### config.mk
export PLATFORM = sky130hd
export DESIGN_NAME = key_step_conditioner
export DESIGN_NICKNAME = d
export VERILOG_FILES = /design/src/rtl/key_step_pkg.sv /design/src/rtl/key_debounce.sv /design/src/rtl/key_step_conditioner.sv
export SDC_FILE = /design/constraint.sdc
export NUM_CORES = 1
export LEC_CHECK = 0
export CAP_MARGIN = 20
export CORE_MARGIN = 2
export CORE_UTILIZATION = 59
export CTS_BUF_LIST = sky130_fd_sc_hd__clkbuf_4 sky130_fd_sc_hd__clkbuf_8
export DETAILED_ROUTE_END_ITERATION = 8
export PLACE_DENSITY = 0.84
export REMOVE_ABC_BUFFERS = 1
export SETUP_SLACK_MARGIN = 0.05
export SLEW_MARGIN = 5
export SYNTH_ARGS = -nofsm -noshare
export SYNTH_HDL_FRONTEND = slang
export SYNTH_SLANG_ARGS = --single-unit
### constraint.sdc
create_clock -name CLOCK_50 -period 4.7 [get_ports CLOCK_50]
set_input_delay 1.175 -clock CLOCK_50 [delete_from_list [all_inputs] [get_ports CLOCK_50]]
set_output_delay 1.175 -clock CLOCK_50 [all_outputs]
set_load 0.01 [all_outputs]
### src/rtl/key_step_pkg.sv
// Shared types and timing defaults for the pushbutton conditioner and step clock generator.
//   step_state_e         : step FSM state encoding (3 bits)
//   DEBOUNCE_50MHZ_20MS  : 20 ms of stable input at 50 MHz
//   STEP_HIGH_DEFAULT    : step_clk high time / minimum gap, in CLOCK_50 cycles
//   RUN_DIV_DEFAULT      : free-run half-period (0.5 s at 50 MHz)
package key_step_pkg;

  typedef enum logic [2:0] {
    StIdle    = 3'd0,
    StStepHi  = 3'd1,
    StStepGap = 3'd2,
    StRunHi   = 3'd3,
    StRunLo   = 3'd4
  } step_state_e;

  localparam int unsigned DEBOUNCE_50MHZ_20MS = 1000000;
  localparam int unsigned STEP_HIGH_DEFAULT   = 25;
  localparam int unsigned RUN_DIV_DEFAULT     = 25000000;

endpackage

### src/rtl/key_debounce.sv
// Single-key conditioner: 2-flop synchronizer, stability counter, debounced level and
// one-cycle press/release pulses.
//   clk_i      : clock
//   rst_ni     : asynchronous active-low reset
//   key_ni     : raw pushbutton, active-low, asynchronous
//   level_o    : debounced level, 1 = pressed
//   press_o    : one-cycle pulse in the cycle level_o rises
//   release_o  : one-cycle pulse in the cycle level_o falls
module key_debounce
  import key_step_pkg::*;
#(
  parameter int unsigned DEBOUNCE_CYCLES = DEBOUNCE_50MHZ_20MS
) (
  input  logic clk_i,
  input  logic rst_ni,
  input  logic key_ni,
  output logic level_o,
  output logic press_o,
  output logic release_o
);

  localparam int unsigned CntW = $clog2(DEBOUNCE_CYCLES) + 1;
  localparam logic [CntW-1:0] CntLast = CntW'(DEBOUNCE_CYCLES - 1);

  // Synchronizer carries the raw active-low value so its reset state means "released".
  logic [1:0]      sync_q;
  logic            sample;
  logic [CntW-1:0] cnt_q, cnt_d;
  logic            level_q, level_d;
  logic            press_q, press_d;
  logic            release_q, release_d;

  assign sample = ~sync_q[1];

  always_comb begin
    cnt_d     = cnt_q;
    level_d   = level_q;
    press_d   = 1'b0;
    release_d = 1'b0;
    if (sample == level_q) begin
      // Any bounce back to the accepted level restarts the stability window.
      cnt_d = '0;
    end else if (cnt_q == CntLast) begin
      level_d   = sample;
      cnt_d     = '0;
      press_d   = sample;
      release_d = ~sample;
    end else begin
      cnt_d = cnt_q + 1'b1;
    end
  end

  always_ff @(posedge clk_i or negedge rst_ni) begin
    if (!rst_ni) begin
      sync_q    <= 2'b11;
      cnt_q     <= '0;
      level_q   <= 1'b0;
      press_q   <= 1'b0;
      release_q <= 1'b0;
    end else begin
      sync_q    <= {sync_q[0], key_ni};
      cnt_q     <= cnt_d;
      level_q   <= level_d;
      press_q   <= press_d;
      release_q <= release_d;
    end
  end

  assign level_o   = level_q;
  assign press_o   = press_q;
  assign release_o = release_q;

endmodule

### src/rtl/key_step_conditioner.sv
// DE2 pushbutton front end for the system core: debounces every key and generates the
// core clock, either one fixed-width pulse per key 0 press or a free-running divided clock.
//   CLOCK_50    : 50 MHz board clock, the only clock
//   SYS_rst     : asynchronous active-low reset
//   KEY_n       : raw active-low pushbuttons
//   run_en      : free-run select (slide switch, asynchronous)
//   key_level   : debounced key state, 1 = pressed
//   key_press   : one-cycle pulse on accepted press
//   key_release : one-cycle pulse on accepted release
//   step_clk    : clock to the core, straight from a flop
//   step_busy   : step FSM not idle
module key_step_conditioner
  import key_step_pkg::*;
#(
  parameter int unsigned NUM_KEYS         = 4,
  parameter int unsigned DEBOUNCE_CYCLES  = DEBOUNCE_50MHZ_20MS,
  parameter int unsigned STEP_HIGH_CYCLES = STEP_HIGH_DEFAULT,
  parameter int unsigned RUN_DIV          = RUN_DIV_DEFAULT
) (
  input  logic                CLOCK_50,
  input  logic                SYS_rst,
  input  logic [NUM_KEYS-1:0] KEY_n,
  input  logic                run_en,
  output logic [NUM_KEYS-1:0] key_level,
  output logic [NUM_KEYS-1:0] key_press,
  output logic [NUM_KEYS-1:0] key_release,
  output logic                step_clk,
  output logic                step_busy
);

  localparam int unsigned StepCntW = $clog2(STEP_HIGH_CYCLES) + 1;
  localparam int unsigned DivCntW  = $clog2(RUN_DIV) + 1;
  localparam logic [StepCntW-1:0] StepLast = StepCntW'(STEP_HIGH_CYCLES - 1);
  localparam logic [DivCntW-1:0]  DivLast  = DivCntW'(RUN_DIV - 1);

  for (genvar g = 0; g < NUM_KEYS; g++) begin : g_key
    key_debounce #(
      .DEBOUNCE_CYCLES(DEBOUNCE_CYCLES)
    ) u_key_debounce (
      .clk_i    (CLOCK_50),
      .rst_ni   (SYS_rst),
      .key_ni   (KEY_n[g]),
      .level_o  (key_level[g]),
      .press_o  (key_press[g]),
      .release_o(key_release[g])
    );
  end

  logic [1:0]          run_sync_q;
  logic                run_s;
  step_state_e         state_q, state_d;
  logic [StepCntW-1:0] step_cnt_q, step_cnt_d;
  logic [DivCntW-1:0]  div_cnt_q, div_cnt_d;
  logic                step_clk_q, step_clk_d;

  assign run_s = run_sync_q[1];

  // Counters default to zero so every state change starts its phase from a clean count.
  always_comb begin
    state_d    = state_q;
    step_cnt_d = '0;
    div_cnt_d  = '0;
    step_clk_d = step_clk_q;
    case (state_q)
      StIdle: begin
        step_clk_d = 1'b0;
        if (run_s) begin
          state_d    = StRunHi;
          step_clk_d = 1'b1;
        end else if (key_press[0]) begin
          state_d    = StStepHi;
          step_clk_d = 1'b1;
        end
      end
      StStepHi: begin
        if (step_cnt_q == StepLast) begin
          state_d    = StStepGap;
          step_clk_d = 1'b0;
        end else begin
          step_cnt_d = step_cnt_q + 1'b1;
        end
      end
      StStepGap: begin
        if (step_cnt_q == StepLast) begin
          state_d = StIdle;
        end else begin
          step_cnt_d = step_cnt_q + 1'b1;
        end
      end
      StRunHi: begin
        // The high phase always runs to full length, even if run_s has dropped.
        if (div_cnt_q == DivLast) begin
          state_d    = StRunLo;
          step_clk_d = 1'b0;
        end else begin
          div_cnt_d = div_cnt_q + 1'b1;
        end
      end
      StRunLo: begin
        if (div_cnt_q == DivLast) begin
          if (run_s) begin
            state_d    = StRunHi;
            step_clk_d = 1'b1;
          end else begin
            state_d = StIdle;
          end
        end else begin
          div_cnt_d = div_cnt_q + 1'b1;
        end
      end
      default: begin
        state_d    = StIdle;
        step_clk_d = 1'b0;
      end
    endcase
  end

  always_ff @(posedge CLOCK_50 or negedge SYS_rst) begin
    if (!SYS_rst) begin
      run_sync_q <= 2'b00;
      state_q    <= StIdle;
      step_cnt_q <= '0;
      div_cnt_q  <= '0;
      step_clk_q <= 1'b0;
    end else begin
      run_sync_q <= {run_sync_q[0], run_en};
      state_q    <= state_d;
      step_cnt_q <= step_cnt_d;
      div_cnt_q  <= div_cnt_d;
      step_clk_q <= step_clk_d;
    end
  end

  assign step_clk  = step_clk_q;
  assign step_busy = (state_q != StIdle);

endmodule

# Word level (Yosys, flattened, before mapping)
# Cells that the tools add are included.
[totals]
output_inout_bits = 14
reg_bits = 142
mem_bits_ro = 0
wordCells = 113
ramBits = 0
latch_bits = 0
memories = 0
[op_classes]
bitwise = 9
div = 0
add_sub_neg = 6
reduce_logical = 10
n_mul = 0
n_eq_ne = 20
shift = 0
n_lt_le_gt_ge = 0
n_mux = 43
[op_table]
columns = ["op", "count"]
rows = [
  ["21-bit 2-to-1 mux", 8],
  ["21-bit by 1-bit adder with 21-bit output, second input constant", 4],
  ["21-bit by 20-bit == test with 1-bit output, second input constant", 4],
  ["26-bit 2-to-1 mux", 2],
  ["26-bit by 1-bit adder with 26-bit output, second input constant", 1],
  ["26-bit by 25-bit == test with 1-bit output, second input constant", 1],
  ["1-bit 2-to-1 mux", 22],
  ["3-bit 2-to-1 mux", 6],
  ["3-bit one-hot mux with 5 select lines", 1],
  ["6-bit 2-to-1 mux", 2],
  ["2-bit != test, second input constant", 5],
  ["5-bit AND reduction", 2],
  ["1-bit inverter", 9],
  ["2-bit AND reduction", 4],
  ["6-bit by 1-bit adder with 6-bit output, second input constant", 1],
  ["3-bit by 2-bit == test with 1-bit output, second input constant", 2],
  ["6-bit by 5-bit == test with 1-bit output, second input constant", 1],
  ["1-bit one-hot mux with 5 select lines", 1],
  ["1-bit == test", 4],
  ["2-bit OR reduction", 2],
  ["3-bit by 1-bit == test with 1-bit output, second input constant", 1],
  ["3-bit == test, second input constant", 1],
  ["3-bit logical NOT", 1],
  ["3-bit by 2-bit != test with 1-bit output, second input constant", 1],
  ["2 further kinds", 2],
]

# Depth between registers and ports, before layout
[logic_depth]
ltp_word = 4
ltp_mapped = 7
mapped_depth_nobuf = 6

# Cells and area by module
# A second synthesis with hierarchy kept.
[hier_totals]
cells_unflattened = 697
hier_area_um2 = 6960.4
[by_module_without_submodules]
columns = ["module", "cells_per_inst", "area_per_inst_um2", "n_inst"]
rows = [
  ["key_debounce", 125, 1253.7, 4],
  ["key_step_conditioner", 197, 1945.6, 1],
]

# Least setup slack after synthesis
# OpenSTA, ideal clock, no wires.
[synth_timing]
path_type = "reg2out"
startpoint = "register state_q[0]"
endpoint = "output port step_busy"
stages_incl_launch_ff = 4
path_buffers = 1
setup_slack_ns = 2.641
arrival_ns = 0.884
path_cell_list = "dfrtp_1 > clkbuf_1 > nor2_1 > nand2_1"
[synth_via]
elab_chain_cells = 1
[synth_rtl]
columns = ["item", "line_no", "text"]
rows = [
  ["from (decl)", "key_step_conditioner.sv:51", "step_state_e state_q, state_d;"],
  ["from (signal assigned)", "key_step_conditioner.sv:121", "state_q <= StIdle;"],
  ["from (signal assigned)", "key_step_conditioner.sv:127", "state_q <= state_d;"],
  ["3-bit nonzero test", "key_step_conditioner.sv:135", "assign step_busy = (state_q != StIdle);"],
  ["to (decl)", "key_step_conditioner.sv:28", "output logic step_busy"],
]
# Every way passes these cells.

# Final worst setup path
# Ends and elaborated chain as after synthesis.

==> results.json <==
{
  "placement.io_buffers": 20,
  "cts_tree": "built",
  "crit_chain": "nor2_1 > nand2_1 > clkdlybuf4s50_1",
  "post-route-min-period_ps": 2970,
  "cp_max_fo": 10,
  "root_buffer": "clkbuf_8",
  "cts_hold_repair.buffers": 0,
  "ys_warn_count": 0,
  "die_y_um": 110,
  "slew_headroom_pct": 43.4,
  "htree_levels": 4,
  "syn_area_per_cell_um2": 9.91,
  "cts_setup_buffers": 0,
  "antenna_found_initial": 0,
  "die_area_um2": 12100,
  "layout_commonest_cell": "dfrtp_1",
  "initial_core_util_pct": 60.9,
  "hold_class": "flip-flop to flip-flop",
  "crit_type": "flip-flop to output pin",
  "yosys-top-cells-area": "dfrtp_1 51%, nor2_1 7.5%, xor2_1 6.9%",
  "final_cell_mix": "134 x dfrtp_1, 132 x nor2_1, 52 x nand3_1, 52 x xor2_1",
  "switchingPower_mw": 0.581,
  "rows": 38,
  "drt_wl_total_mm": 12.2,
  "crit_family": "flip-flops",
  "grt-ovfl-total": 0,
  "clkTransAtPathRegs_ps": 80,
  "peakVddDrop_mv": 0.199,
  "num_io_pins": 21,
  "vias": 4692,
  "drv_cap": 0,
  "routedWlPerCell_um": 14.7,
  "fin_tns_setup_ps": 0,
  "fin_area_um2": 7300,
  "cp_data_required_time_ps": 3520,
  "synth_ff_type": "dfrtp_1",
  "fmax_mhz": 336,
  "critical_path_depth": 3,
  "worst_slew_pin_slew_ps": 841,
  "rsz0062_at_grt": "false",
  "rr_worst_depth": 5,
  "synth_async_sr_flop_share_pct": 100,
  "cts.sink_count": 142,
  "ys_ff_latch": 142,
  "core_um2": 10900,
  "drt_iter0_drc": 330,
  "setup_viol": 0,
  "ys_types": 41,
  "synthCells": 669,
  "yosysTopAreaCellShare_pct": 50.6,
  "cp-end-kind": "output pin",
  "synth_area_um2": 6630,
  "finalNetCount": 696,
  "crit_arrival_ps": 1800,
  "firstDrtPassIters": 4,
  "grt_util_all_layers_pct": 22.4,
  "dp_hpwl_mm": 8.07,
  "grt_first_pass_wirelength_mm": 21.1,
  "netSwitchingFraction_pct": 23.0,
  "clk_latency_ps": 440,
  "cts_buffer_depth": 2,
  "path_buf_inv": 1,
  "drcViolationCount": 0,
  "gp_congestion": 0.868,
  "synth_seq_area_share_pct": 53.7,
  "fin_crit_sh_pct": 63.3,
  "leakage_nw": 3.06,
  "power_frac_comb_pct": 6.3,
  "fp.dieW_um": 110,
  "hold_viol": 0,
  "p_clk_share_pct": 42.0,
  "start_kind": "flip-flop",
  "grt_max_degree": 82,
  "synth_top_area_cell": "dfrtp_1",
  "placed_area_um2": 6860,
  "clock_skew_ps": 7.49,
  "vias_per_cell": 5.63,
  "antennaDiodeCount": 0,
  "p_int_mw": 1.94,
  "cts_buffers": 17,
  "area_growth_pct": 10.0,
  "ant_nets": 0,
  "drive_above_1_share_pct": 6.92,
  "first_global_vias": 4742,
  "slowest_stage": "dfrtp_1",
  "cts_resized": 0,
  "synth_edf_count": 0,
  "maxSlewViolCount": 0,
  "cpPeakStageDelay_ps": 490,
  "outcome": "finished, final reports clean",
  "hold_path_depth": 0,
  "powerDensity_nw_per_um2": 346,
  "seq_power_share_pct": 51.7
}
cell families after synthesis:
group	count (synthesis)	share of synthesized area (%)
adders and majority gates	7	1.32
xor gates and xnor gates	103	13.6
buffers and inverters	39	3.17
and+or+nand+nor	349	25.6
DFF	142	53.7
AOI/OAI and AO/OA	29	2.62
sequential cells by signal, indices dropped and copies added, names as in the netlist:
register	count
g_key.u_key_debounce.cnt_q	84
div_cnt_q	26
g_key.u_key_debounce.sync_q	8
step_cnt_q	6
g_key.u_key_debounce.level_o	4
g_key.u_key_debounce.press_o	4
g_key.u_key_debounce.release_o	4
state_q	3
run_sync_q	2
step_clk	1
synthesized netlist by cell type, drive strengths merged, types with 15 or more instances:
cell type,count
nand4,25
xor2,52
nor4,17
and3,17
xnor2,51
nand3,53
nand2,51
o21ai,15
nor3,23
nor2,132
buf,18
dfrtp,134
per-layer routing:
layer | share of wire [%] | GRT usage, % | vias to the layer above
met2 | 51 | 37.1 | 77
met5 | 0 | 0 | -
met3 | 2.7 | 4.70 | 27
met1 | 44 | 27.8 | 2305
met4 | 2.2 | 11.2 | 0
li1 | - | - | 2283
area by class of cell:
cell class	instances	area (um2)
clock buffer	22	284
clock inverter	9	159
fill	759	3590
inverter	11	41.3
multi-input combinational	488	2860
sequential	142	3560
tap	140	175
timing repair buffer	22	216
power groups by stage:
stage          Combinational [mW]  Sequential (mW)  Clock (mW)
2_1_floorplan              0.0965             1.32           0
3_3_place_gp                0.153             1.32           0
3_5_place_dp                0.159             1.32           0
4_1_cts                     0.162             1.30        1.08
5_1_grt                     0.182             1.31        1.14
6_report                    0.159             1.30        1.06
worst paths after layout:
kind | slack (ps) | to | startpoint
max in group asynchronous | 3000 | g_key[1].u_key_debounce.cnt_q[9]$_DFF_PN0_ | SYS_rst
setup reg to reg | 2310 | step_clk$_DFFE_PN0P_ | div_cnt_q[8]$_DFF_PN0_
hold / removal | 350 | run_sync_q[1]$_DFF_PN0_ | run_sync_q[0]$_DFF_PN0_
hold reg to reg | 350 | run_sync_q[1]$_DFF_PN0_ | run_sync_q[0]$_DFF_PN0_
setup / recovery | 1730 | step_busy | state_q[0]$_DFFE_PN0P_
min in group asynchronous | 760 | g_key[1].u_key_debounce.cnt_q[16]$_DFF_PN0_ | SYS_rst
through the flow:
step / hold WS (ps) / total power [mW] / utilization [%] / cells / setup slack [ps]
after global placement: 335 / 1.47 / 63.0 / 803 / 2260
after global routing: 364 / 2.63 / 67.0 / 834 / 1620
final: 355 / 2.52 / 67.0 / 834 / 1730
after CTS: 354 / 2.55 / 67.0 / 834 / 1730
after floorplan: 331 / 1.41 / - / 641 / 2580
after detailed placement: 343 / 1.48 / 63.0 / 803 / 2210
worst reg2reg max path, stage by stage (launching register included):
cell	delay, ps
dfrtp_1	420
or4_1	540
nor4_2	360
a21bo_1	660
nand3_2	100
a21o_1	210
(Power assumes the default switching activity.)
